**config.mk**
```make
export PLATFORM = sky130hd
export DESIGN_NAME = sqrt_f32_arbiter_flat
export DESIGN_NICKNAME = d
export VERILOG_FILES = /design/src/rtl/sqrt_ctrl_pkg.sv /design/src/rtl/sqrt_f32_arbiter_if.sv /design/src/rtl/rr_arbiter.sv /design/src/rtl/sqrt_f32_arbiter.sv /design/src/flat_wrapper.sv
export SDC_FILE = /design/constraint.sdc
export NUM_CORES = 1
export LEC_CHECK = 0
export CORE_AREA = 5 5 138 114
export CTS_CLUSTER_SIZE = 8
export DETAILED_ROUTE_END_ITERATION = 7
export DIE_AREA = 0 0 143 119
export PLACE_DENSITY_LB_ADDON = 0.1
export REMOVE_ABC_BUFFERS = 1
export SYNTH_ARGS = -nofsm -noshare
export SYNTH_HDL_FRONTEND = slang
export SYNTH_SLANG_ARGS = --single-unit
```
**constraint.sdc**
```tcl
create_clock -name clk -period 7.55 [get_ports clk]
set_input_delay 1.51 -clock clk [delete_from_list [all_inputs] [get_ports clk]]
set_output_delay 1.51 -clock clk [all_outputs]
set_load 0.005 [all_outputs]
```
**src/rtl/sqrt_ctrl_pkg.sv**
```systemverilog
// Shared types and helpers for the sqrt arbiter: FSM states, float32 constants
// and the special-case classifier that decides whether the sqrt unit is needed.
package sqrt_ctrl_pkg;

    typedef enum logic [1:0] {
        IDLE,
        LOAD,
        RUN,
        RESP
    } state_t;

    localparam logic [31:0] F32_QNAN      = 32'h7fc00000;
    localparam logic [31:0] F32_PINF      = 32'h7f800000;
    localparam logic [31:0] F32_QUIET_BIT = 32'h00400000;

    typedef struct packed {
        logic        bypass;
        logic [31:0] result;
    } classify_t;

    // Operands with a closed-form square root never reach the shared unit.
    function automatic classify_t classify(input logic [31:0] a);
        classify_t  c;
        logic [7:0] e;
        logic [22:0] m;
        e        = a[30:23];
        m        = a[22:0];
        c.bypass = 1'b1;
        c.result = a;
        if (e == 8'hff && m != '0) begin
            c.result = a | F32_QUIET_BIT;
        end else if (a[30:0] == '0) begin
            c.result = a;
        end else if (a == F32_PINF) begin
            c.result = F32_PINF;
        end else if (a[31]) begin
            c.result = F32_QNAN;
        end else begin
            c.bypass = 1'b0;
        end
        return c;
    endfunction

endpackage

```
**src/rtl/sqrt_f32_arbiter_if.sv**
```systemverilog
// Requester-side bundle of the sqrt arbiter: per-PE operand handshake plus the
// shared response bus.
interface sqrt_f32_arbiter_if #(
    parameter int N_REQ = 4
);
    logic [N_REQ-1:0]    req_valid;
    logic [32*N_REQ-1:0] req_a;
    logic [N_REQ-1:0]    req_ready;
    logic [N_REQ-1:0]    rsp_valid;
    logic [N_REQ-1:0]    rsp_ready;
    logic [31:0]         rsp_data;
    logic                rsp_err;

    modport master (
        output req_valid, req_a, rsp_ready,
        input  req_ready, rsp_valid, rsp_data, rsp_err
    );

    modport slave (
        input  req_valid, req_a, rsp_ready,
        output req_ready, rsp_valid, rsp_data, rsp_err
    );
endinterface

```
**src/rtl/rr_arbiter.sv**
```systemverilog
// Combinational round-robin picker: first asserted request at or after ptr,
// wrapping modulo N; returns a one-hot grant and its encoded index.
module rr_arbiter #(
    parameter int N = 4
) (
    input  logic [N-1:0]         req,
    input  logic [$clog2(N)-1:0] ptr,
    output logic [N-1:0]         gnt,
    output logic [$clog2(N)-1:0] idx
);
    localparam int W = $clog2(N);
    localparam logic [W:0] N_W = (W+1)'(N);

    logic [N-1:0] rot;
    logic [W-1:0] pos [N];

    // rot[k] is the request k places after the pointer; N need not be a power of two.
    generate
        for (genvar gi = 0; gi < N; gi++) begin : g_rot
            logic [W:0] sum;
            assign sum     = {1'b0, ptr} + (W+1)'(gi);
            assign pos[gi] = (sum >= N_W) ? W'(sum - N_W) : sum[W-1:0];
            assign rot[gi] = req[pos[gi]];
        end
    endgenerate

    always_comb begin
        logic found;
        found = 1'b0;
        gnt   = '0;
        idx   = '0;
        for (int k = 0; k < N; k++) begin
            if (!found && rot[k]) begin
                found       = 1'b1;
                idx         = pos[k];
                gnt[pos[k]] = 1'b1;
            end
        end
    end

endmodule

```
**src/rtl/sqrt_f32_arbiter.sv**
```systemverilog
// Shares one float32 sqrt unit between N_REQ requesters: round-robin accept,
// special-case bypass, and a reset/release/wait sequence around the unit.
module sqrt_f32_arbiter
    import sqrt_ctrl_pkg::*;
#(
    parameter int N_REQ      = 4,
    parameter int RST_CYCLES = 2,
    parameter int TIMEOUT    = 1024
) (
    input  logic              clk,
    input  logic              rst,
    sqrt_f32_arbiter_if.slave pe,
    output logic              busy,
    output logic              sq_rst,
    output logic [31:0]       sq_a,
    input  logic              sq_rdy,
    input  logic [31:0]       sq_sqrt
);
    localparam int PW   = $clog2(N_REQ);
    localparam int CMAX = (TIMEOUT > RST_CYCLES) ? TIMEOUT : RST_CYCLES;
    localparam int CW   = $clog2(CMAX + 1);
    localparam logic [CW-1:0] LOAD_LAST = CW'(RST_CYCLES - 1);
    localparam logic [CW-1:0] RUN_LAST  = CW'(TIMEOUT - 1);
    localparam logic [PW-1:0] LAST_PORT = PW'(N_REQ - 1);

    state_t        state_reg, state_next;
    logic [PW-1:0] ptr_reg, ptr_next;
    logic [PW-1:0] owner_reg, owner_next;
    logic [CW-1:0] cnt_reg, cnt_next;
    logic [31:0]   sq_a_reg, sq_a_next;
    logic [31:0]   rsp_data_reg, rsp_data_next;
    logic          rsp_err_reg, rsp_err_next;

    logic [N_REQ-1:0] gnt;
    logic [PW-1:0]    gnt_idx;
    logic [N_REQ-1:0] owner_oh;
    logic [31:0]      req_op [N_REQ];
    logic [31:0]      acc_op;
    classify_t        cls;
    logic             accept;

    rr_arbiter #(.N(N_REQ)) u_arb (
        .req (pe.req_valid),
        .ptr (ptr_reg),
        .gnt (gnt),
        .idx (gnt_idx)
    );

    generate
        for (genvar gi = 0; gi < N_REQ; gi++) begin : g_port
            assign req_op[gi]   = pe.req_a[32*gi +: 32];
            assign owner_oh[gi] = (owner_reg == PW'(gi));
        end
    endgenerate

    assign acc_op = req_op[gnt_idx];
    assign cls    = classify(acc_op);
    assign accept = (state_reg == IDLE) && (gnt != '0);

    always_ff @(posedge clk or posedge rst) begin
        if (rst) begin
            state_reg    <= IDLE;
            ptr_reg      <= '0;
            owner_reg    <= '0;
            cnt_reg      <= '0;
            sq_a_reg     <= '0;
            rsp_data_reg <= '0;
            rsp_err_reg  <= 1'b0;
        end else begin
            state_reg    <= state_next;
            ptr_reg      <= ptr_next;
            owner_reg    <= owner_next;
            cnt_reg      <= cnt_next;
            sq_a_reg     <= sq_a_next;
            rsp_data_reg <= rsp_data_next;
            rsp_err_reg  <= rsp_err_next;
        end
    end

    always_comb begin
        state_next    = state_reg;
        ptr_next      = ptr_reg;
        owner_next    = owner_reg;
        cnt_next      = cnt_reg;
        sq_a_next     = sq_a_reg;
        rsp_data_next = rsp_data_reg;
        rsp_err_next  = rsp_err_reg;
        unique case (state_reg)
            IDLE: begin
                if (accept) begin
                    owner_next = gnt_idx;
                    cnt_next   = '0;
                    if (cls.bypass) begin
                        rsp_data_next = cls.result;
                        rsp_err_next  = 1'b0;
                        state_next    = RESP;
                    end else begin
                        sq_a_next  = acc_op;
                        state_next = LOAD;
                    end
                end
            end
            LOAD: begin
                if (cnt_reg == LOAD_LAST) begin
                    cnt_next   = '0;
                    state_next = RUN;
                end else begin
                    cnt_next = cnt_reg + CW'(1);
                end
            end
            RUN: begin
                cnt_next = cnt_reg + CW'(1);
                // A result arriving on the last allowed cycle still wins over the timeout.
                if (sq_rdy) begin
                    rsp_data_next = sq_sqrt;
                    rsp_err_next  = 1'b0;
                    state_next    = RESP;
                end else if (cnt_reg == RUN_LAST) begin
                    rsp_data_next = F32_QNAN;
                    rsp_err_next  = 1'b1;
                    state_next    = RESP;
                end
            end
            RESP: begin
                if (pe.rsp_ready[owner_reg]) begin
                    ptr_next   = (owner_reg == LAST_PORT) ? '0 : owner_reg + PW'(1);
                    state_next = IDLE;
                end
            end
            default: state_next = IDLE;
        endcase
    end

    assign pe.req_ready = (state_reg == IDLE) ? gnt : '0;
    assign pe.rsp_valid = (state_reg == RESP) ? owner_oh : '0;
    assign pe.rsp_data  = rsp_data_reg;
    assign pe.rsp_err   = rsp_err_reg;
    assign busy         = (state_reg != IDLE);
    assign sq_rst       = (state_reg != RUN);
    assign sq_a         = sq_a_reg;

endmodule

```
**src/flat_wrapper.sv**
```systemverilog
// flat-port wrapper written by rule: the top's interface ports become plain ports
module sqrt_f32_arbiter_flat import sqrt_ctrl_pkg::*;
#(
    parameter int N_REQ      = 4,
    parameter int RST_CYCLES = 2,
    parameter int TIMEOUT    = 1024
)
  (clk, rst, busy, sq_rst, sq_a, sq_rdy, sq_sqrt, pe_req_valid, pe_req_a, pe_rsp_ready, pe_req_ready, pe_rsp_valid, pe_rsp_data, pe_rsp_err);
  sqrt_f32_arbiter_if #(.N_REQ(N_REQ)) pe_i ();
  input  logic clk;
  input  logic rst;
  output logic busy;
  output logic sq_rst;
  output logic [31:0] sq_a;
  input  logic sq_rdy;
  input  logic [31:0] sq_sqrt;
  input wire logic [$bits(pe_i.req_valid)-1:0] pe_req_valid;
  input wire logic [$bits(pe_i.req_a)-1:0] pe_req_a;
  input wire logic [$bits(pe_i.rsp_ready)-1:0] pe_rsp_ready;
  output wire logic [$bits(pe_i.req_ready)-1:0] pe_req_ready;
  output wire logic [$bits(pe_i.rsp_valid)-1:0] pe_rsp_valid;
  output wire logic [$bits(pe_i.rsp_data)-1:0] pe_rsp_data;
  output wire logic [$bits(pe_i.rsp_err)-1:0] pe_rsp_err;
  assign pe_i.req_valid = pe_req_valid;
  assign pe_i.req_a = pe_req_a;
  assign pe_i.rsp_ready = pe_rsp_ready;
  assign pe_req_ready = pe_i.req_ready;
  assign pe_rsp_valid = pe_i.rsp_valid;
  assign pe_rsp_data = pe_i.rsp_data;
  assign pe_rsp_err = pe_i.rsp_err;
  sqrt_f32_arbiter #(.N_REQ(N_REQ), .RST_CYCLES(RST_CYCLES), .TIMEOUT(TIMEOUT)) u_core (.clk(clk), .rst(rst), .pe(pe_i), .busy(busy), .sq_rst(sq_rst), .sq_a(sq_a), .sq_rdy(sq_rdy), .sq_sqrt(sq_sqrt));
endmodule
```
**Yosys cells after proc, flatten, opt, wreduce, memory -nomap -nowiden**

Cells that the tools add are included.

- Input port bits: 171
- Logic and storage cells: 144
- Output and inout bits: 75
- Register bits: 82

- Reduce and logical (&&, ||, !) cells: 26
- Mux-type cells: 67
- Add/subtract/negate cells: 9
- Bitwise gates (word level): 5
- Equality and inequality tests: 16
- Magnitude comparators: 14

Operators with widths:

| operator | number |
|---|---|
| two-way mux 32 bit | 9 |
| binary-select mux 32 bit (select 2 bit) | 1 |
| case mux 32 bit (2 select lines) | 1 |
| case mux 11 bit (3 select lines) | 1 |
| == test 32 x 31 -> 1 bit, second input constant | 1 |
| logical NOT 31 bit | 1 |
| two-way mux 31 bit | 1 |
| two-way mux 2 bit | 15 |
| two-way mux 4 bit | 6 |
| nonzero test 23 bit | 1 |
| two-way mux 11 bit | 2 |
| two-way mux 1 bit | 20 |
| < comparator 2 x 3 -> 1 bit, second input constant | 5 |
| greater-or-equal comparator 3 bit, second input constant | 4 |
| bitwise OR 4 bit | 3 |
| adder 11 x 1 -> 11 bit, second input constant | 1 |
| == test 11 x 1 -> 1 bit, second input constant | 1 |
| == test 11 x 10 -> 1 bit, second input constant | 1 |
| binary-select mux 1 bit (select 2 bit) | 5 |
| logical AND 1 bit | 9 |
| demux 1 bit (select 2 bit) | 4 |
| == test 2 bit, second input constant | 4 |
| == test 8 bit, second input constant | 1 |
| greater-or-equal comparator 2 x 1 -> 1 bit, second input constant | 4 |
| 21 further kinds | 36 |

**Depth between registers and ports, before layout**

Gate-level depths: netlist of run 1.

- Depth in word-level cells: 25
- Depth in mapped cells: 21

**By module**

From an unflattened synthesis of run 1, not the netlist that was laid out.

- Cells, all modules: 482
- Area, all modules: 5391.4 µm²

By module, submodules not included:

| module | times used | cells an instance | area an instance (µm²) | seq. area each (µm²) |
|---|---|---|---|---|
| sqrt_f32_arbiter | 1 | 436 | 4972.3 | 2052.0 |
| rr_arbiter | 1 | 46 | 419.2 | 0.0 |

**Least setup slack after synthesis of run 1**

No wires, ideal clock.

- Path type: input to register
- From: in pe_req_valid[2]
- To: reg u_core.sq_a_reg[0] (netlist: u_core.sq_a[0])
- Path buffers: 4
- Required time: 7.422 ns
- Stages on the path: 13
- Library setup time: 0.128 ns
- Data arrival time: 4.865 ns
- Path slack: 2.557 ns
- Cell sequence: mux4_2 buf_2 a21o_1 clkbuf_1 a21boi_2 mux4_2 a2111oi_0 and3_1 clkbuf_1 nand2_2 nand3_2 buf_4 mux2_1

- Word-level cells in the longest chain between the ends: 22

RTL lines:

| what | line | source |
|---|---|---|
| start, declared | flat_wrapper.sv:17 | `input wire logic [$bits(pe_i.req_valid)-1:0] pe_req_valid;` |
| binary-select mux 1 bit (select 2 bit) | rr_arbiter.sv:23 | `assign rot[gi] = req[pos[gi]];` |
| two-way mux 1 bit (implied by the code) | rr_arbiter.sv:23 |  |
| two-way mux 1 bit | rr_arbiter.sv:33 | `if (!found && rot[k]) begin` |
| logical NOT 1 bit | rr_arbiter.sv:33 |  |
| logical AND 1 bit | rr_arbiter.sv:33 |  |
| two-way mux 1 bit | rr_arbiter.sv:33 |  |
| logical NOT 1 bit | rr_arbiter.sv:33 |  |
| logical AND 1 bit | rr_arbiter.sv:33 |  |
| (+5 left out) | -- |  |
| binary-select mux 32 bit (select 2 bit) | sqrt_f32_arbiter.sv:56 | `assign acc_op = req_op[gnt_idx];` |
| two-way mux 32 bit (implied by the code) (2 in series) | sqrt_f32_arbiter.sv:56 |  |
| == test 32 x 31 -> 1 bit or two-way mux 1 bit (tied branches) | sqrt_ctrl_pkg.sv:34, sqrt_ctrl_pkg.sv:36 |  |
| two-way mux 1 bit | sqrt_ctrl_pkg.sv:34 | `end else if (a == F32_PINF) begin` |
| two-way mux 1 bit | sqrt_ctrl_pkg.sv:32 | `end else if (a[30:0] == '0) begin` |
| two-way mux 1 bit | sqrt_ctrl_pkg.sv:30 | `if (e == 8'hff && m != '0) begin` |
| NOT 1 bit (no line) | -- |  |
| AND reduction 3 bit (no line) | -- |  |
| end signal, assigned | sqrt_f32_arbiter.sv:74 | `sq_a_reg <= sq_a_next;` |
| end, declared | sqrt_f32_arbiter.sv:30 | `logic [31:0] sq_a_reg, sq_a_next;` |

Parallel ways exist; a longest one is shown, timed or not. The select of a mux whose other input is x is not followed.
A chain may end at the register's enable or synchronous reset.

**Final worst setup path of run 1**

- From: in pe_req_valid[3]
- To: reg u_core.sq_a_reg[11] (netlist: u_core.sq_a[11])

Same word-level chain as after synthesis.

==> flow_metrics.tcl, run 1 <==
set metrics [dict create \
    outcome "completed" \
    numClockSinks 82 \
    tns_ns 0 \
    ctsRootBufferMaster "clkbuf_16" \
    max_stage_delay_ns 0.79 \
    register_area_um2 2050 \
    setup_violations 0 \
    dr.first_iter.drc_count 713 \
    cpMostUsedCell "mux4_2" \
    synth_seq_cells 82 \
    antenna_found_initial 0 \
    clkLatencyLatePin_ns 0.34 \
    die_x_um 143 \
    synth_seq_area_share 0.295 \
    cts.repair.resized 0 \
    critPathTopFamily "compound AO/OA/AOI/OAI gates" \
    rsz0062_at_grt "false" \
    hold_viol_final 0 \
    rows 39 \
    avgSynthCellArea_um2 7.94 \
    yosysWarnings 0 \
    io_buffers 245 \
    grt_pass1_wl_mm 39.9 \
    start_util 0.493 \
    post-cts-setup-buffers 0 \
    layout_common_cells "245 x clkdlybuf4s50_1, 142 x nand2_1, 81 x dfrtp_1" \
    grt-ovfl-total 0 \
    grtUsageTotal 0.290 \
    dp_hpwl_mm 19.0 \
    layout_commonest_cell "clkdlybuf4s50_1" \
    vdd_drop_max_mv 0.326 \
    stdcell_count 1264 \
    cp_num_buf_inv 1 \
    hold_ws_ns 0.492 \
    worstPathRequired_ns 7.77 \
    post-place-ws_ns 0.865 \
    worst-setup-path-type "input port to register" \
    drv_cap 0 \
    cp-start-kind "input port" \
    vias 7785 \
    drc 0 \
    cp_max_fo 33 \
    syn_inst 876 \
    setup_ws_ns 1.09 \
    coreArea_um2 14100 \
    finalPower_mw 4.51 \
    wl_per_cell_um 20.2 \
    path_clk_slew_ns 0.07 \
    fill_cells 1165 \
    clk_path_buf_depth 2 \
    die_h_um 119 \
    cts_tree "built" \
    grt_max_degree 83 \
    diodes 0 \
    crit_chain "clkdlybuf4s50_1 -> mux4_2 -> a211oi_1 -> o21a_2 -> mux4_2 -> a2111oi_0 -> and3_1 -> nand2_2 -> nand3_2 -> mux2_1" \
    post-route-min-period_ns 6.46 \
    relSlewSlack 0.216 \
    place_congestion 0.889 \
    cts-buffers-inserted 9 \
    max_clock_freq_mhz 155 \
    worstMarginPinSlew_ns 1.18 \
    multiInputGateArea_um2 4520 \
    slew_viol_final 0 \
    drt_wl_total_mm 25.5 \
    final_nets 1260 \
    hold_buffers 0 \
    synth_edf_count 0 \
    die-area_um2 17000 \
    dr.pass1.iters 5 \
    num_io_pins 246 \
    h-tree-depth 3 \
    viasPerCell 6.16 \
    synth_async_sr_flop_share 1.00 \
    placedCellCount 1248 \
    synth_ff_type "dfrtp_1" \
    finalCritPeriodShare 0.856 \
    grt_pass1_vias 7564 \
    drive_above_1_share 0.0620 \
    p_leak_nw 3.94 \
    cp_slowest_cell "a2111oi_0" \
    postRouteAntennaNets 0 \
    powerDensity_nw_per_um2 462 \
    crit_arrival_ns 6.68 \
    clock-skew-final_ns 0.00528 \
    end_kind "register" \
    synth_area_um2 6960 \
    worstHoldPathType "register to register" \
    yosysUniqueCellTypes 65 \
    area_growth_pct 40.2 \
]
## Yosys cell counts, drive strengths merged (4+ instances only)
cell type / n / area, um2
nand2: 143 / 539
dfrtp: 82 / 2050
nand3: 55 / 280
nor2: 54 / 205
o21ai: 53 / 265
a21oi: 46 / 241
a31oi: 46 / 288
buf: 38 / 200
mux2: 36 / 409
clkbuf: 34 / 128
mux2i: 34 / 353
and3: 28 / 175
o211ai: 27 / 203
inv: 20 / 75.1
ha: 14 / 175
and2: 13 / 81.3
nand2b: 13 / 88.8
nor3: 13 / 65.1
a211oi: 10 / 75.1
a21o: 8 / 60.1
a221o: 8 / 80.1
mux4: 8 / 180
a22oi: 7 / 52.6
or4: 7 / 52.6
nor2b: 6 / 37.5
o22ai: 6 / 37.5
o2bb2ai: 6 / 52.6
o32ai: 6 / 52.6
or3: 6 / 37.5
nor4: 5 / 31.3
o31ai: 5 / 37.5
nand4: 4 / 25.0
nor3b: 4 / 30.0
## cells by family (layout without fill, tap and decap cells)
family          after synthesis  after routing  synth area share
compound gates              254            254             0.244
buf+inv                      92            296            0.0579
simple gates                356            356             0.243
flops                        82             82             0.295
fa+ha+maj                    14             14            0.0252
mux                          78             78             0.135
## path summary, 6_finish.rpt
path                              startpoint                     end  slack (ns)  depth (start not counted)
setup / recovery             pe_req_valid[3]         u_core.sq_a[11]        1.09                         10
hold / removal                u_core.sq_a[0]          u_core.sq_a[0]        0.49                          1
setup reg to reg           u_core.ptr_reg[1]         u_core.sq_a[11]        1.59                         11
hold reg to reg               u_core.sq_a[0]          u_core.sq_a[0]        0.49                          1
max in group asynchronous                rst       u_core.ptr_reg[0]        5.00                          3
min in group asynchronous                rst  u_core.pe.rsp_data[17]        1.80                          3
## final cells by class
| type | count | area share |
|---|---|---|
| clock buffer | 9 | 0.0231 |
| clock inverter | 7 | 0.00808 |
| inverter | 20 | 0.00783 |
| multi-input combinational | 702 | 0.464 |
| sequential | 82 | 0.211 |
| tap | 184 | 0.0236 |
| timing repair buffer | 260 | 0.263 |
## routing by layer
| metal | wire length [um] | track usage | vias to the layer above |
|---|---|---|---|
| met2 | 12100 | 0.479 | 418 |
| met5 | 0 | 0 | - |
| li1 | - | - | 3628 |
| met1 | 10000 | 0.373 | 3692 |
| met3 | 2690 | 0.0853 | 47 |
| met4 | 699 | 0.0766 | 0 |
## where the power goes
group	total (mW)	internal [mW]	switching, mW
Sequential	0.808	0.660	0.148
Clock	0.451	0.258	0.192
Combinational	3.25	1.37	1.88
## stage by stage
| step | util | cell area, um2 |
|---|---|---|
| 6_report | 0.692 | 9750 |
| 5_1_grt | 0.692 | 9750 |
| 4_1_cts | 0.692 | 9750 |
| 3_5_place_dp | 0.670 | 9450 |
| 3_3_place_gp | 0.670 | 9450 |
| 2_1_floorplan | - | 6630 |
No activity file was read; power rests on OpenSTA's default activity.
==> run 2: changes to the inputs <==
==> constraint.sdc (replaced) <==
create_clock -name clk -period 7.55 [get_ports clk]
set_input_delay 1.8875 -clock clk [delete_from_list [all_inputs] [get_ports clk]]
set_output_delay 1.8875 -clock clk [all_outputs]
set_load 0.005 [all_outputs]
==> run 2 against run 1 <==
Non-clock buffer count increased by 7. Utilization increased by 0.34 points. Critical endpoint is now u_core.sq_a[2]. Count of clock-buffer cells in the layout increased by 1. Sequential share of layout area decreased by 0.10 points. Worst hold slack got worse by 0.0011 ns. Design area increased by 0.49%. Final cell count increased by 0.55%. Critical path depth increased by 1. Routed wire length decreased by 0.47%. Worst setup slack got worse by 0.093 ns.
==> flow_metrics.tcl, run 2 (same netlist as run 1, synthesis figures left out) <==
set metrics [dict create \
    die_h_um 119 \
    cellInternalPower_mw 2.33 \
    max_stage_delay_ns 0.70 \
    fill_cells 1157 \
    register_area_um2 2050 \
    cpMostUsedCell "mux4_2" \
    clkPwrFrac 0.097 \
    relSlewSlack 0.330 \
    clock-skew-final_ns 0.00909 \
    hold_depth 1 \
    die-area_um2 17000 \
    coreArea_um2 14100 \
    cts-buffers-inserted 9 \
    post-cts-setup-buffers 0 \
    cp_slowest_cell "a2111oi_0" \
    powerDensity_nw_per_um2 462 \
    cp_num_buf_inv 2 \
    post-route-min-period_ns 6.56 \
    dr.pass1.iters 5 \
    clkLatencyLatePin_ns 0.34 \
    critPathTopFamily "multiplexers" \
    path_clk_slew_ns 0.06 \
    start_util 0.493 \
    stdcell_area_um2 9800 \
    worstMarginPinSlew_ns 0.994 \
    grt_pass1_wl_mm 40.0 \
    h-tree-depth 3 \
    drc 0 \
    max_clock_freq_mhz 152 \
    grt_pass1_vias 7589 \
    layout_common_cells "245 x clkdlybuf4s50_1, 142 x nand2_1, 81 x dfrtp_1" \
    multiInputGateArea_um2 4520 \
    finalPower_mw 4.52 \
    vias 7801 \
    grt_use_met2 0.467 \
    numClockSinks 82 \
    diodes 0 \
    cts_tree "built" \
    switching_share 0.486 \
    ctsRootBufferMaster "clkbuf_16" \
    drt_wl_total_mm 25.4 \
    cp_max_fo 16 \
    crit_cells 11 \
    p_leak_nw 3.98 \
    hold_buffers 0 \
    comb_power_share 0.726 \
    worstPathRequired_ns 7.77 \
    grt-ovfl-total 0 \
    top_usage_layer "met2" \
    worstHoldPathType "register to register" \
    drv_cap 0 \
    vdd_drop_max_mv 0.377 \
    clk_path_buf_depth 2 \
    hold_viol_final 0 \
    worst-setup-path-type "input port to register" \
    drive_above_1_share 0.0672 \
    finalCritPeriodShare 0.869 \
    io_buffers 245 \
    seqPwrFrac 0.177 \
    tns_ns 0 \
    grt_max_degree 79 \
    viasPerCell 6.14 \
    layout_commonest_cell "clkdlybuf4s50_1" \
    rsz0062_at_grt "false" \
    setup_violations 0 \
    rr_worst_depth 12 \
    postRouteAntennaNets 0 \
    wl_per_cell_um 20.0 \
    outcome "completed" \
    end_kind "register" \
    num_io_pins 246 \
    p_switching_mw 2.20 \
    crit_chain "clkdlybuf4s50_1 -> mux4_2 -> a21o_1 -> a21boi_4 -> mux4_2 -> a2111oi_0 -> and3_1 -> nand2_2 -> nand3_2 -> buf_4 -> mux2_1" \
    cts.repair.resized 0 \
    dp_hpwl_mm 19.1 \
    final_nets 1267 \
    area_growth_pct 40.9 \
    grtUsageTotal 0.290 \
    place_area_um2 9510 \
    crit_arrival_ns 6.78 \
    die_x_um 143 \
    grtUsageMet1 0.388 \
    slew_viol_final 0 \
    antenna_found_initial 0 \
    cp-start-kind "input port" \
    use_met3 0.0689 \
    place_congestion 0.893 \
    rows 39 \
    dr.first_iter.drc_count 644 \
]
[run 2: layout make-up]
class | instances | area share
clock buffer | 10 | 0.0234
multi-input combinational | 702 | 0.462
sequential | 82 | 0.209
timing repair buffer | 267 | 0.268
inverter | 20 | 0.00779
tap | 184 | 0.0235
clock inverter | 6 | 0.00587
[run 2: final timing paths]
check | from | end | slack, ns
setup / recovery | pe_req_valid[0] | u_core.sq_a[2] | 0.99
hold / removal | u_core.sq_a[0] | u_core.sq_a[0] | 0.49
setup reg to reg | u_core.ptr_reg[1] | u_core.sq_a[2] | 1.86
hold reg to reg | u_core.sq_a[0] | u_core.sq_a[0] | 0.49
max in group asynchronous | rst | u_core.ptr_reg[0] | 4.56
min in group asynchronous | rst | u_core.sq_a[13] | 1.91
[run 2: power groups by stage]
stage / clock (mW) / sequential [mW] / combinational, mW
after floorplan: 0 / 0.831 / 1.92
after global placement: 0 / 0.798 / 3.19
after detailed placement: 0 / 0.800 / 3.25
after CTS: 0.439 / 0.800 / 3.26
after global routing: 0.457 / 0.824 / 3.59
final: 0.438 / 0.802 / 3.28
[run 2: worst reg2reg max path, delay by kind of cell (launching register included)]
kind	cells	cell delay (ns)
AO/OA/AOI/OAI	3	1.54
multiplexers	3	1.63
buffers and inverters	2	0.37
AND/OR/NAND/NOR	3	0.86
adder cells (fa/ha/maj)	1	0.56
flip-flops	1	0.62
[run 2: per-stage QoR]
stage,worst slack [ns],std cells,hold slack [ns],utilization
3_3_place_gp,0.842,1255,0.474,0.675
5_1_grt,0.695,1271,0.513,0.695
2_1_floorplan,0.138,804,0.478,-
3_5_place_dp,0.718,1255,0.480,0.675
6_report,0.992,1271,0.491,0.695
4_1_cts,1.06,1271,0.495,0.695
[run 2: layer usage]
layer / share of wire / up-vias
met2: 0.46 / 353
met1: 0.42 / 3741
li1: - / 3648
met3: 0.085 / 59
met4: 0.031 / 0
met5: 0 / -
==> edit (flow settings as in run 1) <==
Reset style: synchronous (`rst`), changed in one clocked block.
--- a/src/rtl/sqrt_f32_arbiter.sv
+++ b/src/rtl/sqrt_f32_arbiter.sv
@@ -58,5 +58,5 @@
     assign accept = (state_reg == IDLE) && (gnt != '0);
 
-    always_ff @(posedge clk or posedge rst) begin
+    always_ff @(posedge clk) begin
         if (rst) begin
             state_reg    <= IDLE;
Behaviour: differs if rst is asserted again (counterexample within 4 cycles, from zero or initial values and one cycle with rst high); with rst held inactive, the same outputs for 4 cycles.
==> edit against run 1 <==
Worst hold slack got worse by 0.027 ns; synthesized cell count shrank 6.3%; cell area down 9.2%; die area stayed put; routed wire length shrank 8.3%; worst setup slack gained 0.30 ns; final cell count decreased by 4.3%; utilization down 6.3 points; largest cell class unchanged; area after synthesis decreased by 13%; count of clock-buffer cells in the layout grew 1; highest routed layer unchanged; via count is 9.5% lower; sequential cell count unchanged; register-to-register slack got worse by 0.04 ns.
Power is not compared: it rests on default switching activity, and its combinational part moved more than twofold at a synthesized area within 25%.
==> edit: results (changes against run 1) <==
<table>
<tr><th>Metric</th><th>Value</th></tr>
<tr><th colspan="2">Yosys</th></tr>
<tr><td>Fraction of registers with async set/reset</td><td>0% (was 100%)</td></tr>
<tr><td>Sequential area share after synthesis</td><td>27.1% (was 29.5%)</td></tr>
<tr><td>Unique masters post-synth</td><td>69 (was 65)</td></tr>
<tr><td>Area leader, netlist</td><td>sky130_fd_sc_hd__dfxtp_1 (was sky130_fd_sc_hd__dfrtp_1)</td></tr>
<tr><th colspan="2">STA</th></tr>
<tr><td>Clk_skew</td><td>0.00702 ns (was 0.00528 ns)</td></tr>
<tr><td>Hold_ws</td><td>0.466 ns (was 0.492 ns)</td></tr>
<tr><td>Tightest slew margin relative to the limit</td><td>30.6% (was 21.6%)</td></tr>
<tr><th colspan="2">Detailed routing</th></tr>
<tr><td>Number of design-rule violations left by the first detailed-router iteration</td><td>667 (was 713)</td></tr>
<tr><td>Vias per Instance</td><td>5.83 (was 6.16)</td></tr>
<tr><td>Aggregate routed wire length</td><td>23400 µm (was 25500 µm)</td></tr>
<tr><th colspan="2">Worst setup path</th></tr>
<tr><td>Critical Path AT</td><td>6.43 ns (was 6.68 ns)</td></tr>
<tr><td>Worst R2R Setup Slack</td><td>1.55 ns (was 1.59 ns)</td></tr>
<tr><td>CP Max Fanout</td><td>31 (was 33)</td></tr>
<tr><td>Master of the slowest instance on the critical path</td><td>sky130_fd_sc_hd__a21boi_2 (was sky130_fd_sc_hd__a2111oi_0)</td></tr>
<tr><td>Capturing point of the worst reg2reg path</td><td>u_core.sq_a[25]$_SDFFE_PP0P_ (was u_core.sq_a[11]$_DFFE_PP0P_)</td></tr>
<tr><th colspan="2">Cells and area</th></tr>
<tr><td>Proportion of layout cells with a drive suffix above 1</td><td>6.34% (was 6.20%)</td></tr>
<tr><td>Fill cell instance count of the final layout</td><td>1248 (was 1165)</td></tr>
<tr><th colspan="2">GRT</th></tr>
<tr><td>Wire length of the first global-routing pass</td><td>35900 µm (was 39900 µm)</td></tr>
<tr><td>Vias in the first global route</td><td>6515 (was 7564)</td></tr>
<tr><td>Maximum number of pins on one net before global-route repair</td><td>55 (was 83)</td></tr>
<tr><td>All-layer global routing usage</td><td>26.2% (was 29.0%)</td></tr>
<tr><th colspan="2">Placed design</th></tr>
<tr><td>Placer congestion estimate</td><td>0.902 (was 0.889)</td></tr>
<tr><td>Area post-placement</td><td>8550 µm² (was 9450 µm²)</td></tr>
<tr><th colspan="2">Min path</th></tr>
<tr><td>Endpoint of the worst hold-timing path</td><td>u_core.pe.rsp_data[22]$_SDFFE_PP0P_ (was u_core.sq_a[0]$_DFFE_PP0P_)</td></tr>
<tr><td>Cell depth of the worst hold path</td><td>2 (was 1)</td></tr>
<tr><th colspan="2">Status</th></tr>
<tr><td>Result of the run</td><td>finished, final reports clean (unchanged)</td></tr>
</table>
[edit: cell types whose count changed after synthesis, moves of 15 or more]
cell | run 1 | this run
sky130_fd_sc_hd__dfxtp_1 | 0 | 82
sky130_fd_sc_hd__o211ai_1 | 27 | 7
sky130_fd_sc_hd__dfrtp_1 | 82 | 0
sky130_fd_sc_hd__nor4_1 | 5 | 22
sky130_fd_sc_hd__a31oi_1 | 46 | 9
sky130_fd_sc_hd__and3_1 | 28 | 3
sky130_fd_sc_hd__mux2_1 | 28 | 0
sky130_fd_sc_hd__o21a_1 | 3 | 18
sky130_fd_sc_hd__a311oi_1 | 0 | 16
[edit: kinds of logic (layout without fill, tap and decap cells)]
kind of cell             after synthesis  after routing  share of synthesized area [%]
XOR/XNOR                               9              9                           1.30
flip-flops                            82             82                           27.1
multiplexers                          38             38                           7.83
AO/OA/AOI/OAI                        233            233                           26.2
AND/OR/NAND/NOR                      356            356                           28.5
buffers and inverters                 89            294                           6.16
adder cells (fa/ha/maj)               14             14                           2.89
[edit: layout make-up]
cell class	instances	area (µm²)	share of cell area, %
clock buffers	10	229	2.58
multi-input cells	650	4050	45.7
well taps	184	230	2.60
repair buffers	259	2550	28.8
clock inverters	5	80.1	0.904
flip-flops and latches	82	1640	18.5
inverters	20	75.1	0.847
[edit: how the worst max path moves through the flow]
| stage | startpoint | endpoint | slack (ns) | depth (start not counted) |
|---|---|---|---|---|
| 3_3_place_gp | pe_req_valid[2] | u_core.sq_a[25]$_SDFFE_PP0P_ | 1.23 | 13 |
| 6_report | pe_req_valid[2] | u_core.sq_a[25]$_SDFFE_PP0P_ | 1.39 | 13 |
| 3_5_place_dp | pe_req_valid[2] | u_core.sq_a[25]$_SDFFE_PP0P_ | 1.10 | 13 |
| 2_1_floorplan | pe_req_valid[1] | u_core.pe.rsp_data[0]$_SDFFE_PP0P_ | 1.39 | 9 |
| 5_1_grt | pe_req_valid[2] | u_core.sq_a[30]$_SDFFE_PP0P_ | 1.16 | 13 |
| 4_1_cts | pe_req_valid[2] | u_core.sq_a[25]$_SDFFE_PP0P_ | 1.43 | 13 |
[edit: metal layers]
layer,vias up,wire (µm),GRT usage (%)
met5,-,0,0
met4,0,287,4.81
met3,22,2360,6.57
met2,343,9920,38.2
met1,3262,10800,39.4
li1,3422,-,-
[edit: stage by stage]
stage | instances | total power, W | setup WS [ns]
3_3_place_gp | 1195 | 0.00204 | 1.23
4_1_cts | 1210 | 0.00252 | 1.43
5_1_grt | 1210 | 0.00269 | 1.16
2_1_floorplan | 752 | 0.00139 | 1.39
6_report | 1210 | 0.00253 | 1.39
3_5_place_dp | 1195 | 0.00205 | 1.10
[edit: power by group]
group | internal, W | switching (W)
clock network | 0.000287 | 0.000178
logic | 0.000629 | 0.000780
registers | 0.000568 | 0.0000864
total | 0.00148 | 0.00104
